`src/rtl/resnet_stream_sequencer.sv`:
```
// Run-level sequencer for the resnet accelerator stream ports: flush, route the shared
// source stream into the kernel port then the input port, then count output strobes.
module resnet_stream_sequencer #(
    parameter int DATA_W        = 16,
    parameter int KERNEL_WORDS  = 9,
    parameter int INPUT_WORDS   = 64,
    parameter int OUTPUT_WORDS  = 49,
    parameter int CNT_W         = 16,
    parameter int DRAIN_TIMEOUT = 1024
) (
    input  logic              clk,
    input  logic              rst_n,
    input  logic              start,
    input  logic              src_valid,
    input  logic [DATA_W-1:0] src_data,
    output logic              src_ready,
    output logic              flush,
    output logic              kernel_read_en,
    output logic [DATA_W-1:0] kernel_data,
    output logic              input_read_en,
    output logic [DATA_W-1:0] input_data,
    input  logic              out_write_valid,
    output logic [CNT_W-1:0]  out_count,
    output logic              busy,
    output logic              done,
    output logic              error
);

    localparam int TMO_W = $clog2(DRAIN_TIMEOUT + 1);
    localparam logic [CNT_W-1:0] K_LAST  = CNT_W'(KERNEL_WORDS - 1);
    localparam logic [CNT_W-1:0] I_LAST  = CNT_W'(INPUT_WORDS - 1);
    localparam logic [CNT_W-1:0] O_MAX   = CNT_W'(OUTPUT_WORDS);
    localparam logic [TMO_W-1:0] TMO_MAX = TMO_W'(DRAIN_TIMEOUT);

    typedef enum logic [2:0] {
        IDLE   = 3'd0,
        FLUSH  = 3'd1,
        LOAD_K = 3'd2,
        LOAD_I = 3'd3,
        DRAIN  = 3'd4,
        DONE   = 3'd5
    } state_t;

    state_t            state;
    state_t            state_next;
    logic [CNT_W-1:0]  word_cnt;
    logic [TMO_W-1:0]  tmo_cnt;
    logic              xfer;
    logic              last_word;
    logic              out_full;
    logic              tmo_hit;
    logic              counting;
    logic              accept_start;

    assign src_ready    = (state == LOAD_K) || (state == LOAD_I);
    assign busy         = (state != IDLE);
    assign xfer         = src_valid & src_ready;
    assign last_word    = (state == LOAD_K) ? (word_cnt == K_LAST) : (word_cnt == I_LAST);
    assign out_full     = (out_count == O_MAX);
    assign counting     = (state == FLUSH) || (state == LOAD_K) || (state == LOAD_I) || (state == DRAIN);
    assign accept_start = (state == IDLE) && start;
    // The idle count is compared after this cycle's increment, so DONE follows the
    // DRAIN_TIMEOUT-th consecutive idle cycle directly.
    assign tmo_hit      = (state == DRAIN) && !out_write_valid &&
                          ((tmo_cnt + TMO_W'(1)) == TMO_MAX);

    always_ff @(posedge clk or negedge rst_n) begin
        if (!rst_n) begin
            state <= IDLE;
        end else begin
            state <= state_next;
        end
    end

    always_comb begin
        state_next = state;
        case (state)
            IDLE:    if (start) state_next = FLUSH;
            FLUSH:   state_next = LOAD_K;
            LOAD_K:  if (xfer && last_word) state_next = LOAD_I;
            LOAD_I:  if (xfer && last_word) state_next = DRAIN;
            DRAIN:   if (out_full || tmo_hit) state_next = DONE;
            DONE:    state_next = IDLE;
            default: state_next = IDLE;
        endcase
    end

    always_ff @(posedge clk or negedge rst_n) begin
        if (!rst_n) begin
            flush          <= 1'b0;
            done           <= 1'b0;
            kernel_read_en <= 1'b0;
            kernel_data    <= '0;
            input_read_en  <= 1'b0;
            input_data     <= '0;
            word_cnt       <= '0;
            tmo_cnt        <= '0;
            out_count      <= '0;
            error          <= 1'b0;
        end else begin
            flush          <= (state_next == FLUSH);
            done           <= (state_next == DONE);
            kernel_read_en <= xfer && (state == LOAD_K);
            input_read_en  <= xfer && (state == LOAD_I);
            if (xfer && (state == LOAD_K)) kernel_data <= src_data;
            if (xfer && (state == LOAD_I)) input_data  <= src_data;

            if (state == IDLE) begin
                word_cnt <= '0;
            end else if (xfer) begin
                word_cnt <= last_word ? '0 : word_cnt + CNT_W'(1);
            end

            if ((state != DRAIN) || out_write_valid) begin
                tmo_cnt <= '0;
            end else begin
                tmo_cnt <= tmo_cnt + TMO_W'(1);
            end

            if (accept_start) begin
                out_count <= '0;
            end else if (counting && out_write_valid && !out_full) begin
                out_count <= out_count + CNT_W'(1);
            end

            // Later assignments win: a fault in the same cycle as an accepted start stays flagged.
            if (accept_start) error <= 1'b0;
            if (out_write_valid && ((state == IDLE) || (state == DONE))) error <= 1'b1;
            if (out_write_valid && counting && out_full) error <= 1'b1;
            if (tmo_hit && !out_full) error <= 1'b1;
        end
    end

endmodule

```
`config.mk`:
```
export PLATFORM = sky130hd
export DESIGN_NAME = resnet_stream_sequencer
export DESIGN_NICKNAME = d
export VERILOG_FILES = /design/src/rtl/resnet_stream_sequencer.sv
export SDC_FILE = /design/constraint.sdc
export NUM_CORES = 1
export LEC_CHECK = 0
export BUFFER_PORTS_ARGS = -buffer_cell sky130_fd_sc_hd__clkbuf_2
export CORE_ASPECT_RATIO = 1.75
export CORE_MARGIN = 1.5
export CORE_UTILIZATION = 24
export DETAILED_ROUTE_END_ITERATION = 12
export GPL_TIMING_DRIVEN = 0
export PLACE_DENSITY = 0.38
export SYNTH_ARGS = -nofsm -noshare
export SYNTH_HDL_FRONTEND = slang
export SYNTH_SLANG_ARGS = --single-unit
export TNS_END_PERCENT = 5
```
`constraint.sdc`:
```
create_clock -name clk -period 4.55 [get_ports clk]
set_clock_uncertainty 0.1 [all_clocks]
set_input_delay 0.6825 -clock clk [delete_from_list [all_inputs] [get_ports clk]]
set_output_delay 0.6825 -clock clk [all_outputs]
set_load 0.03 [all_outputs]
```
Yosys cells after proc, flatten, opt, wreduce, memory -nomap -nowiden
Index checks and enable logic that the tools add are counted.
Word-level totals
  register bits after elaboration: 83
  input port bits: 21
  output and inout port bits: 55
  logic and storage cells: 68
Cells by class
  add/sub/neg operators: 3
  equality and inequality tests: 12
  multiplexer cells: 16
  bitwise gates (word level): 1
  reductions and logical operators: 25
Operators with widths (number)
  16-bit two-way mux: 5
  16-bit by 1-bit adder with 16-bit output (second input constant): 2
  16-bit by 6-bit == test with 1-bit output (second input constant): 2
  16-bit by 4-bit == test with 1-bit output (second input constant): 1
  3-bit case mux with 5 select lines: 1
  3-bit two-way mux: 4
  11-bit by 1-bit adder with 11-bit output (second input constant): 1
  11-bit == test (second input constant): 1
  1-bit logical AND: 11
  11-bit two-way mux: 1
  3-bit == test (second input constant): 3
  1-bit logical OR: 7
  3-bit by 1-bit == test with 1-bit output (second input constant): 2
  3-bit by 2-bit == test with 1-bit output (second input constant): 2
  1-bit two-way mux: 5
  2-bit nonzero test: 2
  4-bit nonzero test: 1
  3-bit zero test: 1
  3-bit != test (second input constant): 1
  3-bit nonzero test: 1
  1-bit zero test: 2
  1-bit bitwise AND: 1

Depth between registers and ports, before layout
Gate-level depths: netlist of the first run.
  depth in word-level cells: 8
  gate-level depth with buffers: 10
  depth with buffers taken out: 7

Least setup slack after synthesis of the first run
OpenSTA, ideal clock, no wires.
  kind: reg2reg
  start: reg out_count[0]
  end: reg out_count[10]
  setup time: 0.125 ns
  arrival time: 2.443 ns
  required time: 4.325 ns
  setup slack: 1.882 ns
  cell stages (with the launch flop): 8
  path buffers: 1
  clock period less this slack: 2.668 ns
  path through: dfrtp_1 -> ha_1 -> or3b_2 -> or4_4 -> a21oi_4 -> buf_6 -> nor4b_2 -> mux2_4
Between the ends
  word-level cells in the longest chain between the ends: 4
  elaborated cells between the ends (all ways): 7
  classes of those cells: 1 x add/sub; 1 x eq/ne; 2 x mux; 3 x reduce/logical
RTL lines
  from (decl): line 23  | output logic [CNT_W-1:0] out_count,
  from (signal assigned): line 123  | out_count <= out_count + CNT_W'(1);
  branches (longest 4 deep; another with 16-bit by 1-bit adder with 16-bit output)
Several ways; the timed one is not identified. The select of a mux whose other input is x is not followed.
A chain may end at the register's enable or synchronous reset.

Worst setup path in the final report of the first run
  start: reg out_count[1]
  end: reg out_count[14]
Same word-level chain as after synthesis.

==> metrics.yaml, run 1 <==
critical_path:
  crit_path_end_kind: "flip-flop"
  critical_path_cell_list: "inv_1 > ha_1 > or3b_2 > or4_4 > a21oi_4 > buf_6 > nor4_2 > mux2_4"
  top_fanout_value_on_the_critical_path: 10
  cp-start-kind: "flip-flop"
  reg2regPathDepth: 8
  critical_path_class: "reg -> reg"
  critical_r2r_launch: "out_count[1]"
  cp-endpoint: "out_count[14]"
  worst_setup_path_startpoint: "out_count[1]"
  worstReg2RegEnd: "out_count[14]"
  setup.reg_to_reg.worst_slack_ps: 1830
  critical_path_s_slowest_cell: "or4_4"
  crit_arrival_ps: 2840
  crit_path_max_incr_delay_ps: 600
  crit_required_ps: 4670
clock_network:
  cts_made_buffers: 9
  postCtsSetupBuffers: 0
  cts_repair_resize_count: 0
  cts_tree: "yes"
  clock_sinks: 83
  h-tree-depth: 3
  clockRootBuffer: "clkbuf_16"
  cts_hold_repair.buffers: 0
  clkLatencyLatePin_ps: 350
  cts.reportedPaths.clkPinSlew_ps: 70
  clockBufferDepth: 2
timing:
  final_worst_slack_ps: 1830
  layout_min_cycle_time_ps: 2720
  tightestPinTransition_ps: 728
  min_period_over_period_pct: 59.8
  grt_setup_unrepaired: "false"
  achievable-frequency_mhz: 368
  final_hold_viol_count: 0
  report.final.slew_viol_count: 0
  hold_slack_ps: 300
  fin_setup_tns_ps: 0
  setup_viol: 0
  maxSlewHeadroom_pct: 51.3
die:
  fp.dieH_um: 175
  io_pins: 76
  die_area_mm2: 0.0177
  floorplan.initialDensity_pct: 24.6
  die_x_um: 101
  rows: 62
  core-area_mm2: 0.0165
detailed_routing:
  drt-pass1-iter-count: 5
  ant_nets: 0
  wl_per_cell_um: 15.0
  drtIter0Drc: 63
  finalWirelength_um: 10500
  drcViolationCount: 0
  via_per_instance_ratio: 4.65
  total_vias_in_the_final_route: 3249
grt:
  grt_overflow_total: 0
  first_global_vias: 3330
  number_of_antenna_violations_at_the_first_check_in_global_routing: 0
  total_routing_usage_gr_pct: 12.7
  grt_first_pass_wirelength_um: 17400
  grt_max_degree: 49
logic_synthesis:
  yosys_most_used_dff: "dfrtp_1"
  synth_seq_area_share_pct: 51.2
  synthCells: 383
  synth_warnings: 0
  post_synth_instance_area_mm2: 0.00406
  net_count_of_the_mapped_netlist: 409
  synth.ff_latch_count: 83
  synth_enable_flop_cells: 0
  syn_area_per_cell_um2: 10.6
  number_of_distinct_library_cell_variants_in_the_gate_level_netlist_after_synthesis: 53
  synth-async-reset-ratio_pct: 100
finish:
  multi_input_gate_area_mm2: 0.00185
  n_antenna_cell: 0
  area_delta_synth_final_pct: 24.2
  drive_above_1_share_pct: 29.5
  regArea_mm2: 0.00208
  nFillCells: 1753
  design.final.nets: 496
  finalCoreUtilization_pct: 30.5
power:
  powerDensity_mw_per_mm2: 613
  vdd.ir_drop.worst_mv: 0.305
  power.leakage_nw: 2.20
placed_design:
  detailedPlacementHpwl_um: 7830
  port_buffers: 75
  pre_cts_ws_ps: 1830
  routabilityCongestion: 0.745
run_status:
  outcome: "complete, no violations"
run:
  drv_cap: 0
min_path:
  hold_path_class: "in -> async"
-- cell type report --
cell class	instances	share of cell area [%]
well taps	224	5.56
clock inverters	7	1.59
inverters	14	1.04
clock buffers	9	4.47
repair buffers	76	7.89
flip-flops and latches	83	41.2
plain buffers	16	1.54
multi-input cells	270	36.7
-- flip-flops by register name (all words and copies together), names as in the netlist --
| name | count |
|---|---|
| error | 1 |
| state | 3 |
| word_cnt | 16 |
| flush | 1 |
| kernel_read_en | 1 |
| input_data | 16 |
| out_count | 16 |
| kernel_data | 16 |
| input_read_en | 1 |
| tmo_cnt | 11 |
| done | 1 |
-- per-stage QoR --
step	instances	total power, mW	cell area, µm²
floorplan	383	1.96	4060
global placement	682	2.35	4720
detailed placement	683	2.37	4740
CTS	699	3.16	5040
global route	699	3.29	5040
finish	699	3.09	5040
-- where the power goes --
part	leakage (nW)	total, mW	switching (mW)	internal, mW
Sequential	1.06	1.10	0.157	0.948
Combinational	0.989	1.22	0.808	0.414
Clock	0.149	0.764	0.330	0.435
-- cell families after synthesis --
family,synth area share [%]
compound gates,8.57
xor+xnor,4.53
fa+ha+maj,1.54
buf+inv,3.20
flops,51.2
mux,10.6
simple gates,20.4
-- Yosys cell counts (all sizes together) (3+ instances only) --
master / number / share of area (%)
o31ai: 7 / 1.3
xnor2: 12 / 2.6
o21ai: 13 / 1.6
mux2: 34 / 9.6
nor4b: 3 / 0.80
ha: 5 / 1.5
nand3: 15 / 1.8
or3: 5 / 0.77
clkbuf: 12 / 1.1
nand2: 25 / 2.3
or2: 3 / 0.46
buf: 4 / 0.80
and2: 4 / 0.62
nor4: 9 / 1.5
and3: 3 / 0.46
xor2: 9 / 1.9
nand4: 12 / 1.8
nor2: 37 / 3.4
nand2b: 3 / 0.46
inv: 14 / 1.3
dfrtp: 83 / 51
mux2i: 4 / 0.99
or4: 12 / 2.3
nor3: 9 / 1.1
a21oi: 19 / 2.6
-- critical path, delay by kind of cell (launching register included) --
kind	cells	cell delay, ps
AO/OA/AOI/OAI	1	230
AND/OR/NAND/NOR	3	1130
adder cells (fa/ha/maj)	1	130
multiplexers	1	300
flip-flops	1	440
buffers and inverters	2	260
-- cell usage in the layout (no fill, tap or decap), types with 4 or more instances in the layout --
cell type,synthesis,routed
clkbuf_2,0,74
xor2_1,9,9
dfrtp_1,83,83
nand4_1,12,12
a21oi_1,18,18
nor2_1,37,37
mux2_2,32,32
o31ai_1,7,7
nor4_1,8,8
clkbuf_1,12,12
clkbuf_16,0,9
xnor2_1,12,12
nand2_1,25,25
or3_1,5,5
nand3_1,15,15
and2_1,4,4
o21ai_0,11,11
mux2i_1,4,4
inv_1,14,14
nor3_1,9,9
ha_1,5,5
or4_1,11,11
-- worst min-delay path by stage --
stage,endpoint,slack [ps],cells after the start
after floorplan,done,290,0
after global placement,input_data[10],390,1
after detailed placement,input_data[5],390,1
after CTS,input_data[15],330,1
after global routing,input_data[15],360,1
final,input_data[15],300,1
-- routing by layer --
| metal | global-route usage [%] | part of all wire, % | vias up | routed length (µm) |
|---|---|---|---|---|
| li1 | - | - | 1551 | - |
| met1 | 14.0 | 39 | 1625 | 4100 |
| met2 | 23.2 | 55 | 60 | 5810 |
| met3 | 2.52 | 3.2 | 13 | 339 |
| met4 | 5.03 | 2.3 | 0 | 238 |
| met5 | 0 | 0 | - | 0 |
Power figures use the tool's default switching activity.
==> run 2, diff against run 1 <==
Settings changed: PLACE_DENSITY 0.38 to 0.39.
Clock period 4.55 ns to 2.4 ns, I/O delays scaled along.
==> run 2 against run 1 <==
Against the previous run: the run now ends with setup timing left; maximum frequency increased by 7.3%; sequential share of layout area shrank 0.90 points; via count about the same; clock power grew 85%; global-route usage rose by 0.33 points; combinational power increased by 98%; setup slack got worse by 2000 ps; critical path depth down 2; worst hold slack worse by 150 ps; critical path type unchanged; largest power group unchanged; highest routed layer unchanged.
==> metrics.yaml, run 2 (synthesized netlist as in run 1, its figures left out) <==
timing:
  hold_slack_ps: 151  # -149 ps
  report.final.slew_viol_count: 0  # unchanged
  grt_setup_unrepaired: "true"
  tightestPinTransition_ps: 630  # -97.9 ps
  final_worst_slack_ps: -134  # -1960 ps
  achievable-frequency_mhz: 395  # +7.3%
  setup_viol: 14  # +14
  final_hold_viol_count: 0  # unchanged
  min_period_over_period_pct: 106  # +46 points
  maxSlewHeadroom_pct: 57.6  # +6.3 points
  layout_min_cycle_time_ps: 2530  # -186 ps
finish:
  area_delta_synth_final_pct: 27.7
  layout.cells.most_common: "clkbuf_2"
  drive_above_1_share_pct: 34.7  # +5.2 points
  design.final.nets: 505  # +1.8%
  finalCoreUtilization_pct: 31.4  # +0.85 points
  finish.cell_count_without_fillers: 708  # +1.3%
  most-common-layout-cells: "clkbuf_2 (76), dfrtp_1 (74), nor2_1 (36)"
  n_antenna_cell: 0  # unchanged
detailed_routing:
  via_per_instance_ratio: 4.59  # -1.2%
  total_vias_in_the_final_route: 3250  # +0.031%
  drcViolationCount: 0  # unchanged
  drtIter0Drc: 94  # +49%
  drt-pass1-iter-count: 4  # -1
  finalWirelength_um: 10700  # +1.8%
  ant_nets: 0  # unchanged
  wl_per_cell_um: 15.1  # +0.52%
power:
  report.power.total_mw: 5.93  # +92%
  p_comb_share_pct: 40.8  # +1.3 points
  power.leakage_nw: 2.25  # +2.2%
  power.clock.fraction_pct: 23.8  # -0.9 points
  powerDensity_mw_per_mm2: 1140  # +87%
  total_net_switching_power_mw: 2.53  # +95%
  intPower_mw: 3.40  # +89%
  swShare_pct: 42.6  # +0.75 points
  vdd.ir_drop.worst_mv: 0.445  # +46%
  pwr-share-seq_pct: 35.4  # -0.3 points
clock_network:
  clockRootBuffer: "clkbuf_16"
  h-tree-depth: 3  # unchanged
  cts_tree: "yes"
  cts_made_buffers: 9  # unchanged
  clock_sinks: 83  # unchanged
  clkLatencyLatePin_ps: 350  # about the same
  cts.reportedPaths.clkPinSlew_ps: 80  # about the same
  clockBufferDepth: 2  # unchanged
grt:
  grt_first_pass_wirelength_um: 17800  # +2.5%
  total_routing_usage_gr_pct: 13.0  # +0.33 points
  grt_overflow_total: 0  # unchanged
  grt_max_degree: 60  # +22%
  first_global_vias: 3399  # +2.1%
  number_of_antenna_violations_at_the_first_check_in_global_routing: 0  # unchanged
placed_design:
  detailedPlacementHpwl_um: 7750  # -1.1%
  pre_cts_ws_ps: -227  # -2060 ps
  numPlacedInstances: 683  # unchanged
  port_buffers: 75  # unchanged
  routabilityCongestion: 0.731  # -1.8%
run_status:
  outcome: "finished with violations"
  violations: "setup timing"
critical_path:
  critical_path_class: "reg -> reg"
  top_fanout_value_on_the_critical_path: 7  # -3
  cp-start-kind: "flip-flop"
  crit_arrival_ps: 2660  # -180 ps
  crit_path_end_kind: "flip-flop"
  crit_required_ps: 2530  # -2140 ps
die:
  die_x_um: 101  # unchanged
  io_pins: 76  # unchanged
  fp.dieH_um: 175  # unchanged
  floorplan.initialDensity_pct: 24.6  # unchanged
  die_area_mm2: 0.0177  # unchanged
  core-area_mm2: 0.0165  # unchanged
  rows: 62  # unchanged
min_path:
  hold_path_class: "in -> reg"
run:
  drv_cap: 0  # unchanged
==> run 2: through the flow <==
step | instance area (µm²) | TNS [ps]
final | 5180 | -1010
after global routing | 5180 | -2390
after CTS | 5080 | -1880
after detailed placement | 4760 | -6060
after global placement | 4730 | -25100
after floorplan | 4080 | -802
==> run 2: layout make-up <==
type | count | area (µm²)
Fill cell | 1737 | 11300
Sequential cell | 83 | 2090
Multi-Input combinational cell | 270 | 1900
Timing Repair Buffer | 85 | 475
Tap cell | 224 | 280
Clock buffer | 9 | 225
Buffer | 16 | 85.1
Clock inverter | 7 | 75.1
Inverter | 14 | 52.6
==> run 2: per-layer routing <==
layer / part of all wire, % / up-vias / GRT usage, %
li1: - / 1573 / -
met2: 56 / 60 / 24.1
met1: 39 / 1604 / 14.5
met3: 3.0 / 13 / 1.84
met4: 2.0 / 0 / 5.56
met5: 0 / - / 0
==> run 2: timing repair <==
action,CTS,global route
hold endpoints to repair,24,0
cloned,0,0
hold buffers,1,0
buffers inserted,0,8
setup endpoints to repair,36,45
pin swaps,2,4
gates resized for setup,5,14
==> run 2: final timing paths <==
check,from,to,slack (ps),cells after the start
hold / removal,src_data[15],input_data[15],150,2
max in group asynchronous,rst_n,out_count[10],1160,3
setup reg to reg,out_count[7],out_count[10],-130,6
min in group asynchronous,rst_n,kernel_data[9],380,2
hold reg to reg,input_data[5],input_data[5],410,1
setup / recovery,out_count[7],out_count[10],-130,6
==> run 2: power by group through the flow <==
stage / clock [mW] / sequential (mW) / combinational [mW]
2_1_floorplan: 0 / 2.77 / 0.956
3_3_place_gp: 0 / 2.12 / 2.34
3_5_place_dp: 0 / 2.14 / 2.36
4_1_cts: 1.46 / 2.11 / 2.38
5_1_grt: 1.51 / 2.16 / 2.61
6_report: 1.41 / 2.10 / 2.42
==> run 2: critical path, stage by stage, from the launching register on <==
cell and delay (ps):
dfrtp_2 450, or4_4 540, or4_4 570, a21oi_4 230, buf_6 160, nor4b_2 60
mux2_4 310
==> run 3, diff against run 2 <==
Settings changed: CORE_MARGIN 1.5 to 10, SKIP_LAST_GASP set to 1.
==> run 3 against run 2 <==
Against the previous run: the flow still finishes with violations (setup timing); die area increased by 28%; worst hold slack better by 0.94 ps; routed wire length grew 6.2%; register-to-register slack gained 70 ps; design area fell by 0.17%; largest power group unchanged.
==> metrics.yaml, run 3 (synthesized netlist as in run 1, its figures left out) <==
run_status:
  outcome: "finished with violations"
  violations: "setup timing"
critical_path:
  critical_path_class: "reg -> reg"
  cp-start-kind: "flip-flop"
  crit_arrival_ps: 2590  # -70 ps
  crit_required_ps: 2530  # about the same
  crit_path_end_kind: "flip-flop"
  top_fanout_value_on_the_critical_path: 8  # +1
detailed_routing:
  drtIter0Drc: 86  # -8.5%
  drcViolationCount: 0  # unchanged
  finalWirelength_um: 11300  # +6.2%
  total_vias_in_the_final_route: 3274  # +0.74%
  ant_nets: 0  # unchanged
  drt-pass1-iter-count: 4  # unchanged
  wl_per_cell_um: 16.0  # +6.4%
  via_per_instance_ratio: 4.63  # +0.88%
finish:
  regArea_mm2: 0.00209  # unchanged
  finish.cell_count_without_fillers: 707  # -0.14%
  nFillCells: 1755  # +1.0%
  n_antenna_cell: 0  # unchanged
  most-common-layout-cells: "clkbuf_2 (76), dfrtp_1 (74), nor2_1 (36)"
  finalCoreUtilization_pct: 31.3  # -0.053 points
  drive_above_1_share_pct: 34.6  # -0.14 points
  layout.cells.most_common: "clkbuf_2"
  multi_input_gate_area_mm2: 0.00190  # +0.13%
  area_delta_synth_final_pct: 27.5
  design.final.nets: 504  # -0.20%
power:
  powerDensity_mw_per_mm2: 1150  # +0.16%
  power.leakage_nw: 2.24  # -0.60%
  vdd.ir_drop.worst_mv: 0.520  # +17%
timing:
  report.final.slew_viol_count: 0  # unchanged
  maxSlewHeadroom_pct: 57.7  # about the same
  achievable-frequency_mhz: 406  # +3.0%
  tightestPinTransition_ps: 629  # -0.294 ps
  min_period_over_period_pct: 103  # -3.1 points
  layout_min_cycle_time_ps: 2460  # -74.0 ps
  grt_setup_unrepaired: "true"
  hold_slack_ps: 152  # +0.944 ps
  setup_viol: 7  # -7
  final_hold_viol_count: 0  # unchanged
  final_worst_slack_ps: -60.1  # +74.0 ps
die:
  fp.dieH_um: 192  # +9.7%
  floorplan.initialDensity_pct: 24.6  # unchanged
  die_x_um: 118  # +17%
  core-area_mm2: 0.0165  # unchanged
  io_pins: 76  # unchanged
  rows: 62  # unchanged
  die_area_mm2: 0.0227  # +28%
placed_design:
  pre_cts_ws_ps: -267  # -40.3 ps
  routabilityCongestion: 0.809  # +11%
  port_buffers: 75  # unchanged
  detailedPlacementHpwl_um: 8460  # +9.2%
  numPlacedInstances: 683  # unchanged
clock_network:
  clockBufferDepth: 2  # unchanged
  clockRootBuffer: "clkbuf_16"
  cts.reportedPaths.clkPinSlew_ps: 70  # about the same
  clock_sinks: 83  # unchanged
  clkLatencyLatePin_ps: 350  # about the same
  h-tree-depth: 3  # unchanged
  cts_made_buffers: 9  # unchanged
  cts_tree: "yes"
run:
  drv_cap: 0  # unchanged
grt:
  first_global_vias: 3434  # +1.0%
  total_routing_usage_gr_pct: 10.2  # -2.8 points
  grt_max_degree: 45  # -25%
  number_of_antenna_violations_at_the_first_check_in_global_routing: 0  # unchanged
  grt_overflow_total: 0  # unchanged
  met2_global_route_usage_pct: 19.4  # -4.7 points
  grt_util_met1_pct: 10.2  # -4.3 points
  grt_first_pass_wirelength_um: 18300  # +2.6%
  peak_usage_layer_in_the_global_routing_report: "met2"
  grt_use_met3_pct: 1.97  # +0.13 points
min_path:
  hold_path_class: "in -> reg"
-- run 3: power by group --
part | internal [mW] | total (mW) | switching, mW
sequential | 1.81 | 2.10 | 0.291
clock | 0.773 | 1.38 | 0.610
combinational | 0.852 | 2.45 | 1.60
-- run 3: what timing repair did --
| item | 4_1_cts | 5_1_grt |
|---|---|---|
| endpoints found under the setup margin | 36 | 48 |
| gates resized for setup | 5 | 10 |
| buffers inserted | 5 | 3 |
| pin swaps | 2 | 2 |
| endpoints found under the hold margin | 39 | 0 |
| hold buffers | 1 | 0 |
-- run 3: worst paths after layout --
path | endpoint | slack [ps] | depth (start not counted) | start
min in group asynchronous | kernel_data[10] | 480 | 2 | rst_n
max in group asynchronous | out_count[6] | 1050 | 3 | rst_n
min reg2reg | input_data[9] | 410 | 1 | input_data[9]
max | out_count[14] | -60 | 6 | out_count[2]
min | input_data[14] | 150 | 2 | src_data[14]
max reg2reg | out_count[14] | -60 | 6 | out_count[2]
-- run 3: final cells by class --
class                           instances  area share (%)
Multi-Input combinational cell        270            36.8
Clock inverter                          5           0.870
Inverter                               14            1.02
Clock buffer                           11            4.88
Timing Repair Buffer                   85            9.19
Buffer                                 15            1.47
Tap cell                              224            5.42
Sequential cell                        83            40.4
-- run 3: worst max-delay path, stage by stage (launching register included) --
cell and delay, ps:
dfrtp_2 460, or4bb_1 510, or4_4 580, a21oi_4 170
buf_6 160, nor4_2 60, mux2_4 300
-- run 3: stage by stage --
step	instance area, µm²	setup TNS [ps]	total power [mW]
finish	5170	-186	5.93
global route	5170	-1990	6.32
CTS	5130	-520	6.01
detailed placement	4760	-6570	4.54
global placement	4730	-22950	4.50
floorplan	4080	-802	3.73
-- run 3: metal layers --
| layer | part of all wire [%] | routed length, µm |
|---|---|---|
| met1 | 36 | 4130 |
| met2 | 57 | 6520 |
| met3 | 3.7 | 415 |
| met4 | 2.5 | 280 |
| met5 | 0 | 0 |
